### src/rtl/organ_seq_ctrl.sv
// Organ sequencer: records live keys into note memory and replays them.
// Define ORGAN_SEQ_LOOP_EN to loop playback instead of stopping at the end.
module organ_seq_ctrl #(
  parameter int MAX_NOTES = 64,
  parameter int ADDR_W    = 6,
  parameter int TEMPO_W   = 18
) (
  input  logic              clk,
  input  logic              rst,
  input  logic              rec_btn,
  input  logic              play_btn,
  input  logic              stop_btn,
  input  logic [2:0]        key_value,
  input  logic [1:0]        key_tone,
  output logic              wr_en,
  output logic [ADDR_W-1:0] wr_addr,
  output logic [2:0]        wr_value,
  output logic [1:0]        wr_tone,
  output logic [ADDR_W-1:0] rd_addr,
  input  logic [2:0]        rd_value,
  input  logic [1:0]        rd_tone,
  output logic [2:0]        note_value,
  output logic [1:0]        note_tone,
  output logic [1:0]        mode,
  output logic [ADDR_W:0]   note_count,
  output logic              full
);

  typedef enum logic [1:0] {
    IDLE = 2'b00,
    REC  = 2'b01,
    PLAY = 2'b10
  } state_t;

  localparam logic [ADDR_W:0] CNT_ONE = (ADDR_W+1)'(1);
  localparam logic [ADDR_W:0] CNT_MAX = (ADDR_W+1)'(MAX_NOTES);

  state_t state, state_n;

  // Button bits are ordered {stop, play, rec}
  logic [2:0] btn_s1, btn_s2, btn_q;
  logic [2:0] key_s1, key_s2;
  logic [1:0] tone_s1, tone_s2;
  logic       key_q;

  logic [TEMPO_W-1:0] tempo, tempo_n;
  logic               held, held_n;
  logic [ADDR_W:0]    cnt_n;
  logic               full_n;
  logic               wr_en_n;
  logic [ADDR_W-1:0]  wr_addr_n, rd_addr_n;
  logic [2:0]         wr_value_n, nv_n;
  logic [1:0]         wr_tone_n, nt_n;

  logic rec_e, play_e, stop_e;
  logic press, release_k;
  logic [ADDR_W:0] cnt_inc;
  logic at_max, last_step;

  always_ff @(posedge clk or posedge rst) begin
    if (rst) begin
      btn_s1  <= '0;
      btn_s2  <= '0;
      btn_q   <= '0;
      key_s1  <= '0;
      key_s2  <= '0;
      tone_s1 <= '0;
      tone_s2 <= '0;
      key_q   <= 1'b0;
    end else begin
      btn_s1  <= {stop_btn, play_btn, rec_btn};
      btn_s2  <= btn_s1;
      btn_q   <= btn_s2;
      key_s1  <= key_value;
      key_s2  <= key_s1;
      tone_s1 <= key_tone;
      tone_s2 <= tone_s1;
      key_q   <= |key_s2;
    end
  end

  assign rec_e     = btn_s2[0] & ~btn_q[0];
  assign play_e    = btn_s2[1] & ~btn_q[1];
  assign stop_e    = btn_s2[2] & ~btn_q[2];
  assign press     = (|key_s2) & ~key_q;
  assign release_k = ~(|key_s2) & key_q;

  assign cnt_inc   = note_count + CNT_ONE;
  assign at_max    = (cnt_inc == CNT_MAX);
  assign last_step = ({1'b0, rd_addr} == note_count - CNT_ONE);

  always_ff @(posedge clk or posedge rst) begin
    if (rst) begin
      state      <= IDLE;
      note_count <= '0;
      full       <= 1'b0;
      held       <= 1'b0;
      tempo      <= '0;
      wr_en      <= 1'b0;
      wr_addr    <= '0;
      wr_value   <= '0;
      wr_tone    <= '0;
      rd_addr    <= '0;
      note_value <= '0;
      note_tone  <= '0;
    end else begin
      state      <= state_n;
      note_count <= cnt_n;
      full       <= full_n;
      held       <= held_n;
      tempo      <= tempo_n;
      wr_en      <= wr_en_n;
      wr_addr    <= wr_addr_n;
      wr_value   <= wr_value_n;
      wr_tone    <= wr_tone_n;
      rd_addr    <= rd_addr_n;
      note_value <= nv_n;
      note_tone  <= nt_n;
    end
  end

  always_comb begin
    state_n    = state;
    cnt_n      = note_count;
    full_n     = full;
    held_n     = held;
    tempo_n    = '0;
    wr_en_n    = 1'b0;
    wr_addr_n  = wr_addr;
    wr_value_n = wr_value;
    wr_tone_n  = wr_tone;
    rd_addr_n  = rd_addr;
    nv_n       = key_s2;
    nt_n       = tone_s2;
    unique case (state)
      IDLE: begin
        if (stop_e) begin
          state_n = IDLE;
        end else if (rec_e) begin
          state_n = REC;
          cnt_n   = '0;
          full_n  = 1'b0;
          held_n  = 1'b0;
        end else if (play_e && note_count != '0) begin
          state_n   = PLAY;
          rd_addr_n = '0;
        end
      end
      REC: begin
        if (stop_e || play_e) begin
          state_n = IDLE;
          held_n  = 1'b0;
          if (held) begin
            cnt_n  = cnt_inc;
            full_n = at_max;
          end
        end else if (press && !full) begin
          wr_en_n    = 1'b1;
          wr_addr_n  = note_count[ADDR_W-1:0];
          wr_value_n = key_s2;
          wr_tone_n  = tone_s2;
          held_n     = 1'b1;
        end else if (release_k && held) begin
          cnt_n  = cnt_inc;
          held_n = 1'b0;
          if (at_max) begin
            full_n  = 1'b1;
            state_n = IDLE;
          end
        end
      end
      PLAY: begin
        // rd data is stale the cycle after an address step; hold then
        nv_n = (tempo == '0) ? note_value : rd_value;
        nt_n = (tempo == '0) ? note_tone : rd_tone;
        if (stop_e) begin
          state_n   = IDLE;
          rd_addr_n = '0;
          nv_n      = '0;
          nt_n      = '0;
        end else if (rec_e) begin
          state_n   = REC;
          cnt_n     = '0;
          full_n    = 1'b0;
          held_n    = 1'b0;
          rd_addr_n = '0;
        end else begin
          tempo_n = tempo + TEMPO_W'(1);
          if (tempo == '1) begin
            if (last_step) begin
              rd_addr_n = '0;
`ifndef ORGAN_SEQ_LOOP_EN
              state_n = IDLE;
`endif
            end else begin
              rd_addr_n = rd_addr + ADDR_W'(1);
            end
          end
        end
      end
      default: state_n = IDLE;
    endcase
  end

  assign mode = state;

endmodule

### config.mk
export PLATFORM = sky130hd
export DESIGN_NAME = organ_seq_ctrl
export DESIGN_NICKNAME = d
export VERILOG_FILES = /design/src/rtl/organ_seq_ctrl.sv
export SDC_FILE = /design/constraint.sdc
export NUM_CORES = 1
export LEC_CHECK = 0
export BUFFER_PORTS_ARGS = -buffer_cell sky130_fd_sc_hd__buf_2
export CAP_MARGIN = 25
export CORE_ASPECT_RATIO = 0.75
export CORE_MARGIN = 5
export CORE_UTILIZATION = 45
export CTS_CLUSTER_DIAMETER = 100
export CTS_CLUSTER_SIZE = 8
export DETAILED_ROUTE_END_ITERATION = 10
export PLACE_DENSITY = 0.68
export SYNTH_ARGS = -nofsm -noshare
export SYNTH_HDL_FRONTEND = slang
export SYNTH_SLANG_ARGS = --single-unit
### constraint.sdc
create_clock -name clk -period 3.2 [get_ports clk]
set_input_delay 0 -clock clk [delete_from_list [all_inputs] [get_ports clk]]
set_output_delay 0 -clock clk [all_outputs]
set_load 0.03 [all_outputs]
Word level (Yosys, flattened, before mapping)
Index checks and enable logic that the tools add are counted.

Output and inout port bits: 33. Word-level logic and storage cells: 123. Bits in registers: 72.

Equal/unequal tests: 19. Add/subtract/negate cells: 4. Multiplexer cells: 51. Reduce and logical (&&, ||, !) cells: 18. Bitwise gates (word level): 11.

Operators by type and width (number): two-way mux 18 bit (3); two-way mux 6 bit (7); two-way mux 7 bit (6); two-way mux 2 bit (14); adder 18 x 1 -> 18 bit (second input constant) (1); == test 18 bit (second input constant) (1); zero test 18 bit (1); inequality test 4 bit (second input constant) (4); inequality test 3 bit (second input constant) (5); case mux 7 bit (2 select lines) (1); two-way mux 1 bit (13); case mux 6 bit (2 select lines) (1); AND reduction 6 bit (2); two-way mux 3 bit (3); inequality test 2 bit (second input constant) (4); adder 7 x 1 -> 7 bit (second input constant) (1); == test 6 x 7 -> 1 bit (1); == test 7 bit (second input constant) (1); AND reduction 7 bit (1); nonzero test 7 bit (1); subtractor 7 x 1 -> 7 bit (second input constant) (1); adder 6 x 1 -> 6 bit (second input constant) (1); NOT 1 bit (6); case mux 2 bit (3 select lines) (1); 15 further kinds (23).

Depth between registers and ports, before layout
Gate-level depths: netlist of the first run.

Depth in word-level cells: 8. Gate-level depth with buffers: 8. Gate-level depth less buffers: 8.

Worst setup path before layout of the first run
No wires, ideal clock.

Kind: reg2reg. Start: register note_count[0]. End: register rd_addr[2]. Data required time: 3096 ps. Data arrival time: 2183 ps. Path buffers: 0. Period minus slack after synthesis: 2287 ps. Path slack: 913 ps. Cell stages (with the launch flop): 9. Path through: dfrtp_1 -> inv_1 -> ha_1 -> nor3b_1 -> xnor2_1 -> a21oi_1 -> a21oi_1 -> nor2_1 -> o311ai_1.

Cells in the longest elaborated chain, start to end: 7.

RTL lines: start, declared (line 25) `output logic [ADDR_W:0] note_count,`; start signal, assigned (line 108) `note_count <= cnt_n;`; subtractor 7 x 1 -> 7 bit (line 90) `assign last_step = ({1'b0, rd_addr} == note_count - CNT_ONE);`; == test 6 x 7 -> 1 bit (line 90); two-way mux 6 bit (line 190) `if (last_step) begin`; two-way mux 6 bit (line 189) `if (tempo == '1) begin`; two-way mux 6 bit (line 181) `end else if (rec_e) begin`; two-way mux 6 bit (line 176) `if (stop_e) begin`; case mux 6 bit (2 select lines) (line 135) `unique case (state)`; end signal, assigned (line 116) `rd_addr <= rd_addr_n;`; end, declared (line 19) `output logic [ADDR_W-1:0] rd_addr,`.

Parallel ways exist; a longest one is shown, timed or not. The select of a mux whose other input is x is not followed. A chain may end at the register's enable or synchronous reset.

Worst setup path after layout of the first run
Ends and elaborated chain as after synthesis.

==> impl_results.md, run 1 <==
- Status: completed
- Pwr dens: 635 nW/um^2
- Gr usage total: 16.0%
- Switching Share: 36.6%
- Proportion of layout cells with a drive suffix above 1: 19.0%
- Commonest non-fill, non-tap cell in the layout: dfrtp_1
- Ports: 48
- Synth Flop Type: dfrtp_1
- Input/output buffers: 47
- # clock sinks: 72
- Largest family of logic cells by synthesized area: simple AND/OR/NAND/NOR gates
- Final cell count without fillers: 485
- Synth Area in Compound Gates: 11.1%
- Starting DRT DRC Count: 83
- Final global-route overflow total: 0
- Switching Power: 923 uW
- Worst r2r src: note_count[0]$_DFFE_PP0P_
- Routed WL per cell: 13.7 um
- Drt total wl: 6630 um
- Xor/xnor cell area share of the yosys netlist: 6.88%
- Busiest grt layer: met2
- DP HPWL: 4780 um
- CP Launch Point: note_count[0]$_DFFE_PP0P_
- Fill count: 644
- Most frequent cells in the layout: dfrtp_1, buf_2, nor2_1
- CP Class: reg -> reg
- Required time of the critical path: 3.45 ns
- Synth Area in Simple Gates: 19.0%
- Crit Path Max Fanout: 9
- Vert. Die Dim: 84.3 um
- Cell Area, Synth: 3310 um^2
- Register Area: 1800 um^2
- Post-cts resize count: 0
- Post-Place Cells: 455
- Fmax achieved: 0.401 GHz
- Placer Congestion: 0.857
- Worst-path clk slew: 0.08 ns
- DIE AREA: 9180 um^2
- Multiplexer share of the synthesized area: 3.06%
- Arrival time of the worst setup path: 2.75 ns
- Die width: 109 um
- Post-synth ARST share: 100%
- Clock Power Share: 29.0%
- Vias: 2459
- Drt pass-1 iters: 4
- DRC: 0
- CTS buffer count: 9
- Fin crit period: 2.50 ns
- Mapped Avg Cell Area: 10.4 um^2
- Initial antenna violation count: 0
- Flop pwr share: 44.4%
- Post-synthesis sequential area ratio: 54.5%
- Hold Crit Class: in -> async
- Worst Max-Slew Pin Slew: 0.609 ns
- Tcrit/Tclk final: 78.0%
- Final slew viol count: 0
- Latest clock arrival within the worst-skew pair: 0.35 ns
- Slew Limit Headroom: 59.4%
- Comb pwr share: 26.6%
- Final hold violations: 0
- Diode count: 0
- Post-synth EDFFs: 0
- Layout Skew: 0.0117 ns
- Largest net degree at the start of global routing: 46
- Worst setup SP type: flop
- Met1 usage: 22.6%
- CTS Buffer Depth: 2
- Root Buffer: clkbuf_8
- Met2 Use GR: 22.9%
- M3 GR Usage: 5.53%
- Cell internal pwr: 1600 uW
- Synth unique cells: 55
- Synthesis-to-finish area growth: 20.2%
- H-Tree Depth: 3
- Synth Net Count: 338
- Layout Nets: 400
- Yosys warning count: 0
- DRT antenna net count: 0
- First-pass GRT wire length: 11800 um
- Initial Util: 45.5%
- # setup viols final: 0
- Drt via density: 5.07
- Post-synthesis cell count: 317
- RSZ-0062 raised after global routing: no
- Adder-cell share of the synthesized area: 2.27%
- Core area: 7260 um^2
- CTS tree: yes
- # rows: 27
- Multi-input combinational cell area: 1400 um^2
- CP Capture Type: flop
- Flops & latches, synth: 72
- Final setup TNS: 0 ns
- Max Cap Viol: 0
- Number of global-route vias before repair: 2482
- Maximum vdd drop: 0.000302 V
- Pleak: 0.00188 uW
cells by family (layout without fill, tap and decap cells):
logic type	Yosys count	in the layout
and+or+nand+nor	125	125
DFF	72	72
AOI/OAI and AO/OA	53	53
xor gates and xnor gates	26	26
buffers and inverters	26	93
muxes	9	9
adders and majority gates	6	6
flip-flops by register name (all words and copies together), names as in the netlist, 6 cells and up:
signal and flops:
note_count 7, rd_addr 6, tempo 18, wr_addr 6
cell usage after synthesis, types with 2 or more instances:
cell type / n / area share (%)
a21oi_1: 5 / 0.76
xnor2_1: 10 / 2.6
mux2_1: 8 / 2.7
ha_1: 6 / 2.3
a41o_1: 2 / 0.61
clkbuf_1: 10 / 1.1
nand3_1: 17 / 2.6
nor4b_1: 2 / 0.53
inv_1: 12 / 1.4
nor2_1: 36 / 4.1
nor3_1: 2 / 0.30
a22oi_1: 5 / 1.1
nor4_1: 4 / 0.76
o31ai_1: 2 / 0.45
nor2b_1: 5 / 0.95
nand2_1: 34 / 3.9
nand2b_1: 3 / 0.57
dfrtp_1: 72 / 54
o21a_1: 2 / 0.45
xor2_1: 16 / 4.2
nor3b_1: 2 / 0.45
o211ai_1: 4 / 0.91
o21ai_1: 5 / 0.76
or2_1: 2 / 0.38
or3_1: 5 / 0.95
nand4_1: 2 / 0.38
o21ai_0: 13 / 2.0
and3_1: 4 / 0.76
path summary, 6_finish.rpt:
kind | cells after the start | to | slack, ns
setup / recovery | 8 | rd_addr[2]$_DFFE_PP0P_ | 0.70
hold / removal | 3 | note_value[2]$_DFFE_PP0P_ | 0.25
setup reg to reg | 8 | rd_addr[2]$_DFFE_PP0P_ | 0.70
hold reg to reg | 0 | btn_s2[1]$_DFF_PP0_ | 0.35
max in group asynchronous | 4 | wr_addr[3]$_DFFE_PP0P_ | 1.99
min in group clk | 2 | key_s1[0]$_DFF_PP0_ | 0.29
timing repair:
action,in CTS,in global routing
endpoints found under the hold margin,40,0
endpoints found under the setup margin,0,0
setup buffers,0,0
hold buffers,14,0
area by class of cell:
type	instances	area share, %
Inverter	13	1.23
Timing Repair Buffer	64	10.0
Tap cell	101	3.18
Clock buffer	9	3.12
Multi-Input combinational cell	219	35.2
Sequential cell	72	45.3
Clock inverter	7	1.92
worst max-delay path, cell delays in order (launching register included):
cell      delay [ns]
dfrtp_1         0.49
inv_1           0.16
ha_1            0.20
nor3b_1         0.46
xnor2_1         0.18
a21oi_1         0.09
a21oi_1         0.33
nor2_1          0.21
o311ai_1        0.27
layer usage:
layer	vias to the layer above	part of all wire, %
met5	-	0
met3	12	6.7
met4	0	1.4
met1	1145	50
met2	72	42
li1	1230	-
per-stage QoR:
step | util, % | power, uW | setup slack (ns) | hold WS [ns] | area [um^2]
detailed placement | 50.0 | 1800 | 0.771 | 0.0858 | 3630
floorplan | - | 1610 | 0.913 | 0.0314 | 3310
global route | 54.7 | 2680 | 0.499 | 0.280 | 3980
finish | 54.7 | 2520 | 0.705 | 0.247 | 3980
global placement | 50.0 | 1790 | 0.913 | 0.0808 | 3630
CTS | 54.7 | 2560 | 0.737 | 0.248 | 3980
power groups by stage:
stage          clock network (uW)  registers (uW)  logic, uW
4_1_cts                       760            1120        681
6_report                      731            1120        673
3_3_place_gp                    0            1140        649
2_1_floorplan                   0            1280        326
5_1_grt                       797            1140        746
3_5_place_dp                    0            1140        666
Note: power is estimated with default switching activity, not from simulation.
==> inputs of run 2 (changes only) <==
- PLACE_DENSITY: 0.68 -> 0.71
- clock period: 3.2 -> 2.1 ns (I/O delays scaled with it)
==> run 2 against run 1 <==
Non-clock buffer count increased by 22. Highest routed layer unchanged. Via count increased by 4.8%. Final area increased by 6.0%. Cell count increased by 4.5%. Sequential share of layout area decreased by 2.5 points.
==> impl_results.md, run 2 (synthesis gave the netlist of run 1 again) <==
- DRC: 0
- Gr usage total: 16.8%
- Worst r2r src: tempo[0]$_DFF_PP0_
- Vias: 2578
- Max Cap Viol: 0
- CP Launch Point: tempo[0]$_DFF_PP0_
- Final global-route overflow total: 0
- DP HPWL: 5020 um
- Core Util, Final: 58.0%
- Drt total wl: 7080 um
- Final setup TNS: 0 ns
- # setup viols final: 0
- Input/output buffers: 47
- Ports: 48
- Layout Skew: 0.00622 ns
- Latest clock arrival within the worst-skew pair: 0.34 ns
- Tcrit/Tclk final: 93.9%
- Maximum vdd drop: 0.000622 V
- Comb pwr share: 29.8%
- Synthesis-to-finish area growth: 27.4%
- Status: completed
- Layout Nets: 422
- CTS tree: yes
- Crit Path Max Fanout: 8
- Final hold violations: 0
- Multi-input combinational cell area: 1450 um^2
- Pleak: 0.00201 uW
- Initial Util: 45.5%
- # clock sinks: 72
- Placer Congestion: 0.830
- Worst Max-Slew Pin Slew: 0.596 ns
- R2R depth: 7
- H-Tree Depth: 3
- Largest regs: tempo x18, note_count x7
- Worst setup SP type: flop
- Required time of the critical path: 2.37 ns
- Fill count: 642
- Diode count: 0
- Most flops, register: tempo
- Root Buffer: clkbuf_8
- Switching Share: 35.7%
- CP Capture Type: flop
- Register Area: 1800 um^2
- Fin crit period: 1.97 ns
- Proportion of layout cells with a drive suffix above 1: 26.1%
- Largest register FFs: 18
- Slew Limit Headroom: 60.2%
- Commonest non-fill, non-tap cell in the layout: dfrtp_1
- Initial antenna violation count: 0
- Pwr dens: 961 nW/um^2
- Drt pass-1 iters: 4
- Starting DRT DRC Count: 117
- Most frequent cells in the layout: dfrtp_1, buf_2, nor2_1
- CP Class: reg -> reg
- Fmax achieved: 0.507 GHz
- Drt via density: 5.08
- # rows: 27
- CTS Buffer Depth: 2
- Cell internal pwr: 2600 uW
- Largest net degree at the start of global routing: 46
- Core area: 7260 um^2
- Final slew viol count: 0
- Reg2Reg Setup Slack: 0.13 ns
- Vert. Die Dim: 84.3 um
- CTS buffer count: 9
- CP Capture Point: rd_addr[4]$_DFFE_PP0P_
- R2R Path End: rd_addr[4]$_DFFE_PP0P_
- Number of global-route vias before repair: 2612
- Clock Power Share: 28.3%
- Arrival time of the worst setup path: 2.24 ns
- Hold Crit Class: in -> async
- DIE AREA: 9180 um^2
- Routed WL per cell: 14.0 um
- Switching Power: 1440 uW
- Flop pwr share: 41.9%
- DRT antenna net count: 0
- Die width: 109 um
- Worst-path clk slew: 0.08 ns
- First-pass GRT wire length: 12300 um
run 2: changes by cell type in the layout (fill, tap and decap cells not counted), sizes merged:
cell,previous run,this run
buf,50,72
clkbuf,9,10
clkinvlp,2,1
run 2: worst min-delay path by stage:
stage	startpoint	to	slack, ns	cells past startpoint
floorplan	rec_btn	btn_s1[0]$_DFF_PP0_	0.03	0
finish	rst	note_value[2]$_DFFE_PP0P_	0.27	3
global route	key_value[1]	key_s1[1]$_DFF_PP0_	0.28	2
global placement	rst	btn_s1[2]$_DFF_PP0_	0.1	2
detailed placement	rst	note_value[2]$_DFFE_PP0P_	0.11	2
CTS	rst	note_value[2]$_DFFE_PP0P_	0.27	3
run 2: worst max-delay path, stage by stage, from the launching register on:
cell      delay (ns)
dfrtp_1         0.42
ha_2            0.24
nand2_1         0.10
nor4_4          0.21
a31oi_2         0.14
or2_4           0.30
or3_1           0.36
o211ai_2        0.13
run 2: area by class of cell:
class                      count  share of cell area [%]
multi-input combinational    219                    34.3
timing repair buffer          86                    13.7
sequential                    72                    42.8
tap                          101                    3.00
clock inverter                 6                    1.78
inverter                      13                    1.16
clock buffer                  10                    3.27
run 2: routing by layer:
metal | part of all wire, % | GRT usage (%) | routed length [um] | up-vias
li1 | - | - | - | 1267
met1 | 48 | 24.5 | 3430 | 1230
met2 | 44 | 24.1 | 3110 | 73
met3 | 6.7 | 4.84 | 472 | 8
met4 | 0.92 | 5.28 | 65 | 0
met5 | 0 | 0 | 0 | -
run 2: power groups by stage:
| stage | combinational (uW) | clock (uW) | sequential (uW) |
|---|---|---|---|
| final | 1210 | 1150 | 1700 |
| after global routing | 1330 | 1230 | 1720 |
| after CTS | 1190 | 1180 | 1690 |
| after detailed placement | 1160 | 0 | 1720 |
| after global placement | 1130 | 0 | 1720 |
| after floorplan | 508 | 0 | 1960 |
run 2: timing repair:
item | in CTS | in global routing
hold buffers | 14 | 0
gates resized for setup | 0 | 7
endpoints found under the setup margin | 0 | 14
setup buffers | 0 | 1
hold endpoints to repair | 40 | 0
run 2: stage by stage:
step	power, uW	cells	hold WS (ns)	worst slack (ns)	instance area (um^2)
floorplan	2460	317	0.0314	0.00704	3330
CTS	4060	506	0.270	0.0311	4180
global route	4290	507	0.283	-0.00328	4210
global placement	2850	476	0.0976	0.117	3820
finish	4050	507	0.266	0.128	4210
detailed placement	2870	476	0.110	0.0731	3820
